<file path="config.mk">
export PLATFORM = sky130hd
export DESIGN_NAME = cpu_storage_subsystem
export DESIGN_NICKNAME = d
export VERILOG_FILES = /design/src/rtl/cpu_storage_subsystem.sv
export SDC_FILE = /design/constraint.sdc
export NUM_CORES = 1
export LEC_CHECK = 0
export ABC_CLOCK_PERIOD_IN_PS = 6430
export CELL_PAD_IN_SITES_DETAIL_PLACEMENT = 1
export CELL_PAD_IN_SITES_GLOBAL_PLACEMENT = 1
export CORE_MARGIN = 8
export CORE_UTILIZATION = 52
export DETAILED_ROUTE_END_ITERATION = 10
export HOLD_SLACK_MARGIN = 0.1
export PLACE_DENSITY_LB_ADDON = 0.08
export SYNTH_ARGS = -nofsm -noshare
export SYNTH_HDL_FRONTEND = slang
export SYNTH_SLANG_ARGS = --single-unit
</file>
<file path="constraint.sdc">
create_clock -name clk -period 6.43 [get_ports clk]
set_input_delay 1.6075 -clock clk [delete_from_list [all_inputs] [get_ports clk]]
set_output_delay 1.6075 -clock clk [all_outputs]
set_load 0.02 [all_outputs]
</file>
<file path="src/rtl/cpu_storage_subsystem.sv">
// Storage for the 12-bit-instruction / 4-bit-data teaching CPU: an append-loaded instruction
// memory, a data memory with registered read, and a 2R1W register file. Optional macro: RF_WRITE_BYPASS_EN.
module cpu_storage_subsystem #(
    parameter int INST_W   = 12,
    parameter int IM_DEPTH = 8,
    parameter int DATA_W   = 4,
    parameter int DM_DEPTH = 16,
    parameter int RF_DEPTH = 8,
    localparam int IM_AW   = $clog2(IM_DEPTH),
    localparam int DM_AW   = $clog2(DM_DEPTH),
    localparam int RF_AW   = $clog2(RF_DEPTH)
) (
    input  logic              clk,
    input  logic              reset,
    input  logic [IM_AW-1:0]  im_index,
    input  logic [INST_W-1:0] im_new_instruction,
    input  logic              im_loading,
    output logic [INST_W-1:0] im_out,
    output logic [IM_AW-1:0]  im_wr_ptr,
    input  logic [DM_AW-1:0]  dm_address,
    input  logic [DATA_W-1:0] dm_write_data,
    input  logic              dm_write_enable,
    input  logic              dm_read_enable,
    output logic [DATA_W-1:0] dm_read_data,
    input  logic [RF_AW-1:0]  rf_read_address1,
    input  logic [RF_AW-1:0]  rf_read_address2,
    input  logic [RF_AW-1:0]  rf_write_address,
    input  logic [DATA_W-1:0] rf_write_data,
    input  logic              rf_write_enable,
    output logic [DATA_W-1:0] rf_read_data1,
    output logic [DATA_W-1:0] rf_read_data2
);

    logic [INST_W-1:0] imem_q [IM_DEPTH];
    logic [INST_W-1:0] imem_d [IM_DEPTH];
    logic [IM_AW-1:0]  im_wr_ptr_q;
    logic [IM_AW-1:0]  im_wr_ptr_d;

    logic [DATA_W-1:0] dmem_q [DM_DEPTH];
    logic [DATA_W-1:0] dmem_d [DM_DEPTH];
    logic [DATA_W-1:0] dm_read_data_q;
    logic [DATA_W-1:0] dm_read_data_d;

    logic [DATA_W-1:0] regs_q [RF_DEPTH];
    logic [DATA_W-1:0] regs_d [RF_DEPTH];

    // Instruction memory next state: append at the write pointer, pointer wraps naturally.
    always_comb begin
        imem_d      = imem_q;
        im_wr_ptr_d = im_wr_ptr_q;
        if (im_loading) begin
            imem_d[im_wr_ptr_q] = im_new_instruction;
            im_wr_ptr_d         = im_wr_ptr_q + {{(IM_AW-1){1'b0}}, 1'b1};
        end else begin
            im_wr_ptr_d = im_wr_ptr_q;
        end
    end

    // Data memory next state: the read samples the current array, so a same-edge write returns old data.
    always_comb begin
        dmem_d         = dmem_q;
        dm_read_data_d = dm_read_data_q;
        if (dm_read_enable) begin
            dm_read_data_d = dmem_q[dm_address];
        end else begin
            dm_read_data_d = dm_read_data_q;
        end
        if (dm_write_enable) begin
            dmem_d[dm_address] = dm_write_data;
        end else begin
            dmem_d[dm_address] = dmem_q[dm_address];
        end
    end

    // Register file next state; register 0 is an ordinary writable register.
    always_comb begin
        regs_d = regs_q;
        if (rf_write_enable) begin
            regs_d[rf_write_address] = rf_write_data;
        end else begin
            regs_d[rf_write_address] = regs_q[rf_write_address];
        end
    end

    // All storage state; the asynchronous clear also discards any write pending on this cycle.
    always_ff @(posedge clk or negedge reset) begin
        if (!reset) begin
            imem_q         <= '{default: '0};
            im_wr_ptr_q    <= '0;
            dmem_q         <= '{default: '0};
            dm_read_data_q <= '0;
            regs_q         <= '{default: '0};
        end else begin
            imem_q         <= imem_d;
            im_wr_ptr_q    <= im_wr_ptr_d;
            dmem_q         <= dmem_d;
            dm_read_data_q <= dm_read_data_d;
            regs_q         <= regs_d;
        end
    end

    assign im_out       = imem_q[im_index];
    assign im_wr_ptr    = im_wr_ptr_q;
    assign dm_read_data = dm_read_data_q;

`ifdef RF_WRITE_BYPASS_EN
    // Write-through: a port addressing the register being written sees the incoming data now.
    always_comb begin
        rf_read_data1 = regs_q[rf_read_address1];
        rf_read_data2 = regs_q[rf_read_address2];
        if (rf_write_enable && (rf_write_address == rf_read_address1)) begin
            rf_read_data1 = rf_write_data;
        end else begin
            rf_read_data1 = regs_q[rf_read_address1];
        end
        if (rf_write_enable && (rf_write_address == rf_read_address2)) begin
            rf_read_data2 = rf_write_data;
        end else begin
            rf_read_data2 = regs_q[rf_read_address2];
        end
    end
`else
    assign rf_read_data1 = regs_q[rf_read_address1];
    assign rf_read_data2 = regs_q[rf_read_address2];
`endif

endmodule

</file>
==> results of run 1 <==
-- Yosys cell counts, types with 5 or more instances --
| cell | n |
|---|---|
| a21oi_1 | 29 |
| a22oi_1 | 10 |
| a22oi_2 | 6 |
| a31oi_1 | 37 |
| buf_1 | 5 |
| buf_2 | 19 |
| buf_4 | 6 |
| buf_6 | 9 |
| clkbuf_1 | 10 |
| dfrtp_1 | 199 |
| mux2_2 | 121 |
| mux2i_1 | 34 |
| mux4_2 | 42 |
| nand2_1 | 48 |
| nand2b_1 | 11 |
| nand3_1 | 8 |
| nand3b_1 | 11 |
| nor2_1 | 76 |
| nor2b_1 | 6 |
| nor3_1 | 7 |
| o21ai_0 | 12 |
| o21ai_1 | 9 |
| o31ai_1 | 18 |
-- sequential cells by signal (all words and copies together) (netlist names) --
register	count
dmem_q	64
im_wr_ptr	3
imem_q	96
regs_q	32
dm_read_data	4
-- metal layers --
metal | up-vias | part of all wire
li1 | 2943 | -
met1 | 3410 | 0.41
met2 | 139 | 0.53
met3 | 43 | 0.035
met4 | 0 | 0.025
met5 | - | 0
-- metrics by stage --
step                total power, W  hold WS (ns)  cell area, µm²  setup WS, ns  utilization
floorplan                 0.002892        0.4496            9782         1.895            -
global placement          0.003252        0.4612           10530        0.9599       0.5668
detailed placement        0.003391        0.4699           10530        0.9167       0.5668
CTS                       0.004468        0.5057           11120        0.9077       0.5985
global route              0.004676        0.5202           11120        0.8464       0.5985
finish                    0.004428        0.5004           11120        0.9421       0.5985
-- power breakdown --
part | switching [W] | total (W) | internal [W]
clock | 0.000521 | 0.00107 | 0.000552
combinational | 0.000587 | 0.00136 | 0.000776
sequential | 0.000288 | 0.00199 | 0.00170
-- area by class of cell --
class	instances	share of cell area
Sequential cell	199	0.4478
Multi-Input combinational cell	518	0.4047
Timing Repair Buffer	77	0.06785
Clock buffer	17	0.03826
Tap cell	234	0.02633
Clock inverter	15	0.01463
Inverter	1	0.0003376
-- path summary, 6_finish.rpt --
check / startpoint / endpoint / cells after the start
max in group asynchronous: reset / dmem_q[1]$_DFFE_PN0P_ / 2
min: dmem_q[16]$_DFFE_PN0P_ / dmem_q[16]$_DFFE_PN0P_ / 2
min in group asynchronous: reset / imem_q[23]$_DFFE_PN0P_ / 1
min reg2reg: dmem_q[16]$_DFFE_PN0P_ / dmem_q[16]$_DFFE_PN0P_ / 2
max: rf_read_address2[0] / rf_read_data2[0] / 4
max reg2reg: im_wr_ptr[0]$_DFFE_PN0P_ / imem_q[13]$_DFFE_PN0P_ / 2
-- critical path: cells and delay by family --
family   cells  cell delay [ns]
mux          2             0.86
buf+inv      2             1.40
-- kinds of logic after synthesis --
| logic type | count (synthesis) | share of synthesized area |
|---|---|---|
| xor+xnor | 2 | 0.001791 |
| flops | 199 | 0.5091 |
| buf+inv | 51 | 0.03287 |
| mux | 197 | 0.2708 |
| compound gates | 133 | 0.09453 |
| fa+ha+maj | 1 | 0.001279 |
| simple gates | 185 | 0.08967 |
-- placed cells by master (no fill, tap or decap), types with 2 or more instances in the layout --
cell             instances
clkinv_4                 2
nor2b_1                  6
nand4b_1                 3
nand2b_1                11
buf_4                    8
nand3_2                  3
inv_8                    4
mux2_2                 121
a22oi_2                  6
nand3b_1                11
clkdlybuf4s50_1         65
o31ai_1                 18
a21oi_1                 29
a31oi_1                 37
a22oi_1                 10
nor3_1                   5
buf_2                    2
inv_6                    3
nand2_1                 48
clkinvlp_4               3
o21ai_0                 12
a221o_1                  2
nor2_1                  76
mux2i_1                 34
dfrtp_1                199
clkbuf_16               17
nand3_1                  8
nor3b_2                  2
mux4_2                  42
o21ai_1                  9
a32oi_2                  3
nor3_2                   3
==> reports/qor.txt, run 1 <==
status: complete, no violations
I/O Pins: 69
reg2reg setup slack: 4.28 ns
CTS HTree Levels: 4
Mapped Cells: 768
core area: 18580 µm²
prevailing post-synth register cell: dfrtp_1
RSZ-0062 raised after global routing: false
CP Class: in2out
critical-path cell list: clkdlybuf4s50_1, mux4_2, mux2_2, clkdlybuf4s50_1
GR Layer Usage met3: 0.04003
Initial Util: 0.5265
Detail Route Antenna Nets: 0
final net count: 857
Via density: 6.159
synth warn: 0
gr ovfl total: 0
starting DRC count in detailed routing: 288
min-delay worst type: reg2reg
Fin Setup TNS: 0 ns
final hold vios: 0
# fillers: 1851
Antenna Cells: 0
average cell area after synthesis: 12.74 µm²
clock buffer depth: 2
post-detail-place hpwl: 16760 µm
Synth area leader: dfrtp_1
critical path required time: 4.82 ns
Post-CTS Setup Repair Bufs: 0
GRT Resource Usage Total: 0.2220
synth unique cells: 49
Final Instance Count excl. Fillers: 1061
largest net degree at the start of global routing: 101
async set-or-reset flop fraction in the synthesized netlist: 1.000
gpl congestion: 0.8018
post_cts resized: 0
GR peak layer: met2
synthesized flop and latch total: 199
wire length per cell after detailed routing: 23.42 µm
clock sinks: 199
Worst Tran Pin Value: 1.177 ns
area delta synth->final: 13.67%
MaxCap Viol Count: 0
Final setup viols: 0
syn nets: 811
Rel. slew slack: 0.2154
clock tree root buffer cell: clkbuf_16
initial antenna violation count: 0
pwr/cell area: 398.2 nW/µm²
Skew-Pair Late Insertion Delay: 0.44 ns
TritonCTS Buffers: 17
Post-route DRC: 0
M1 GR Usage: 0.2694
fmax: 182.2 MHz
Hold-fix buffers, CTS: 0
clk slew on worst S/H paths: 0.07 ns
Die Ht: 153.2 µm
vias in the first global route: 7318
top cell type's share of synthesized area: 0.5091
Static Leak: 4.537 nW
PortBufs: 68
Vias: 6535
GR Util met2: 0.3874
fin. max-slew vios: 0
VDD IR max: 0.1739 mV
Total Wirelength: 24850 µm
die width: 153.2 µm
register area: 4980 µm²
crit end category: output port
multi-input logic area: 4501 µm²
count of flip-flops with a built-in enable after synthesis: 0
Die Area: 23460 µm²
Max stage delay on crit path: 0.85 ns
Mapped Area: 9782 µm²
Final min period: 5.488 ns
Slowest-stage cell, CP: clkdlybuf4s50_1
critical path fanouts, max: 8
Seq/Total Area, Yosys: 0.5091
CP Launch Type: input pin
Tcrit/Tclk final: 0.8535
share of cells above drive strength 1: 0.2805
global-route wire length before repair: 41030 µm
CTS tree: done
Cells after DPL: 1029
1st-pass router iterations: 4
CP most frequent cell: clkdlybuf4s50_1
num rows: 50
Worst Skew: 0.008836 ns
synth top area cells: dfrtp_1 51%, mux2_2 14%, mux4_2 9.7%
Worst Path Arrival: 3.88 ns
Power figures use the tool's default switching activity.
==> run 2: changes to the inputs <==
CTS_CLUSTER_DIAMETER = 50   (was not set)
==> results of run 2 <==
The final DEF is identical to that of run 1; final timing and power are the same.
==> run 3: changes to the inputs <==
CTS_BUF_LIST = sky130_fd_sc_hd__clkbuf_16   (was not set)
SLEW_MARGIN = 20   (was not set)
==> reports/qor.txt, run 3 (synthesis results as in run 1) <==
Hold-fix buffers, CTS: 0
Total Wirelength: 24830 µm
fin. max-slew vios: 0
vias in the first global route: 7318
critical path fanouts, max: 8
1st-pass router iterations: 4
Fin Setup TNS: 0 ns
Die Area: 23460 µm²
die width: 153.2 µm
WL met2: 13080 µm
crit end category: output port
Die Ht: 153.2 µm
Worst Tran Pin Value: 1.052 ns
VDD IR max: 0.1729 mV
clk slew on worst S/H paths: 0.08 ns
status: complete, no violations
# fillers: 1850
Via density: 6.154
clock sinks: 199
sequential share of power: 0.450
final net count: 857
fmax: 181.9 MHz
CTS HTree Levels: 4
pwr/cell area: 398.0 nW/µm²
PortBufs: 68
most frequent cells in the layout: 199 x dfrtp_1, 121 x mux2_2, 76 x nor2_1, 65 x clkdlybuf4s50_1, 48 x nand2_1
post-detail-place hpwl: 16760 µm
Max stage delay on crit path: 0.86 ns
CP Class: in2out
num rows: 50
TritonCTS Buffers: 17
largest registers: imem_q: 96 flops, dmem_q: 64 flops, regs_q: 32 flops
Hold Crit Start: dmem_q[16]$_DFFE_PN0P_
Worst Path Arrival: 3.89 ns
Worst Skew: 0.009139 ns
most common cell after layout, fill and taps aside: dfrtp_1
final hold vios: 0
area delta synth->final: 13.70%
Post-CTS Setup Repair Bufs: 0
Tcrit/Tclk final: 0.8550
gr ovfl total: 0
met1 WL: 10290 µm
net load switching power: 0.001394 W
critical-path cell list: clkdlybuf4s50_1, mux4_2, mux2_2, clkdlybuf4s50_1
post_cts resized: 0
max FFs per register: 96
I/O Pins: 69
Initial Util: 0.5265
largest net degree at the start of global routing: 101
min-delay worst type: reg2reg
global-route wire length before repair: 41030 µm
RSZ-0062 raised after global routing: false
core area: 18580 µm²
Vias: 6529
CP most frequent cell: clkdlybuf4s50_1
clock share of power: 0.242
clock tree root buffer cell: clkbuf_16
Top Metal Used: met4
starting DRC count in detailed routing: 279
Antenna Cells: 0
CTS tree: done
switching part of the total: 0.3150
GRT Resource Usage Total: 0.2220
Top delay family on crit path: buffers and inverters
Internal: 0.003032 W
Logic pwr share: 0.308
Detail Route Antenna Nets: 0
Slowest-stage cell, CP: clkdlybuf4s50_1
pre-CTS setup slack: 0.9167 ns
Largest Register: imem_q
share of cells above drive strength 1: 0.2805
Static Leak: 4.538 nW
final core utilization: 0.5986
WP buf/inv: 2
crit path launch: rf_read_address2[0]
wire length per cell after detailed routing: 23.40 µm
gpl congestion: 0.8018
initial antenna violation count: 0
metal3 WL: 863 µm
Post-route DRC: 0
MaxCap Viol Count: 0
clock buffer depth: 2
Skew-Pair Late Insertion Delay: 0.44 ns
Final min period: 5.498 ns
Final setup viols: 0
critical path required time: 4.82 ns
worst setup margin: 0.9325 ns
Rel. slew slack: 0.2930
CP Launch Type: input pin
reg-to-reg startpoint: im_wr_ptr[0]$_DFFE_PN0P_
[run 3: cell counts in the layout (fill, tap and decap cells not counted)]
No cell type changed its count.
[run 3: worst register-to-register path, stage by stage (launching register included)]
cell and delay, ns:
dfrtp_1 0.51, nand4b_1 0.91, mux2_2 0.61
[run 3: power by group through the flow]
stage / clock, W / combinational, W / sequential (W)
after global routing: 0.00114 / 0.00148 / 0.00205
after floorplan: 0 / 0.000985 / 0.00191
after CTS: 0.00109 / 0.00138 / 0.00199
after global placement: 0 / 0.00130 / 0.00195
final: 0.00107 / 0.00136 / 0.00199
after detailed placement: 0 / 0.00138 / 0.00202
[run 3: worst paths after layout]
kind                                                to  slack, ns  cells past startpoint
worst max register to register  imem_q[13]$_DFFE_PN0P_       4.28                      2
worst min-delay path            dmem_q[16]$_DFFE_PN0P_       0.50                      2
worst min register to register  dmem_q[16]$_DFFE_PN0P_       0.50                      2
max in group asynchronous        dmem_q[1]$_DFFE_PN0P_       3.93                      2
min in group asynchronous       imem_q[23]$_DFFE_PN0P_       1.26                      1
worst max-delay path                  rf_read_data2[0]       0.93                      4
[run 3: metal layers]
metal,vias to the layer above,track usage
met5,-,0
met4,0,0.08530
met3,42,0.04003
met2,127,0.3874
met1,3414,0.2694
li1,2946,-
[run 3: final cells by class]
| class | instances | area, µm² | share of cell area |
|---|---|---|---|
| Sequential cell | 199 | 4980 | 0.4477 |
| Multi-Input combinational cell | 518 | 4501 | 0.4047 |
| Timing Repair Buffer | 77 | 757.0 | 0.06806 |
| Clock buffer | 17 | 425.4 | 0.03825 |
| Tap cell | 234 | 292.8 | 0.02632 |
| Clock inverter | 15 | 162.7 | 0.01462 |
| Inverter | 1 | 3.754 | 0.0003375 |
[run 3: through the flow]
step	hold slack, ns	instances	instance area (µm²)	power [W]
final	0.5008	1061	11120	0.004426
after global routing	0.5202	1061	11120	0.004676
after CTS	0.5057	1061	11120	0.004468
after detailed placement	0.4699	1029	10530	0.003391
after global placement	0.4612	1029	10530	0.003252
after floorplan	0.4496	768	9782	0.002892
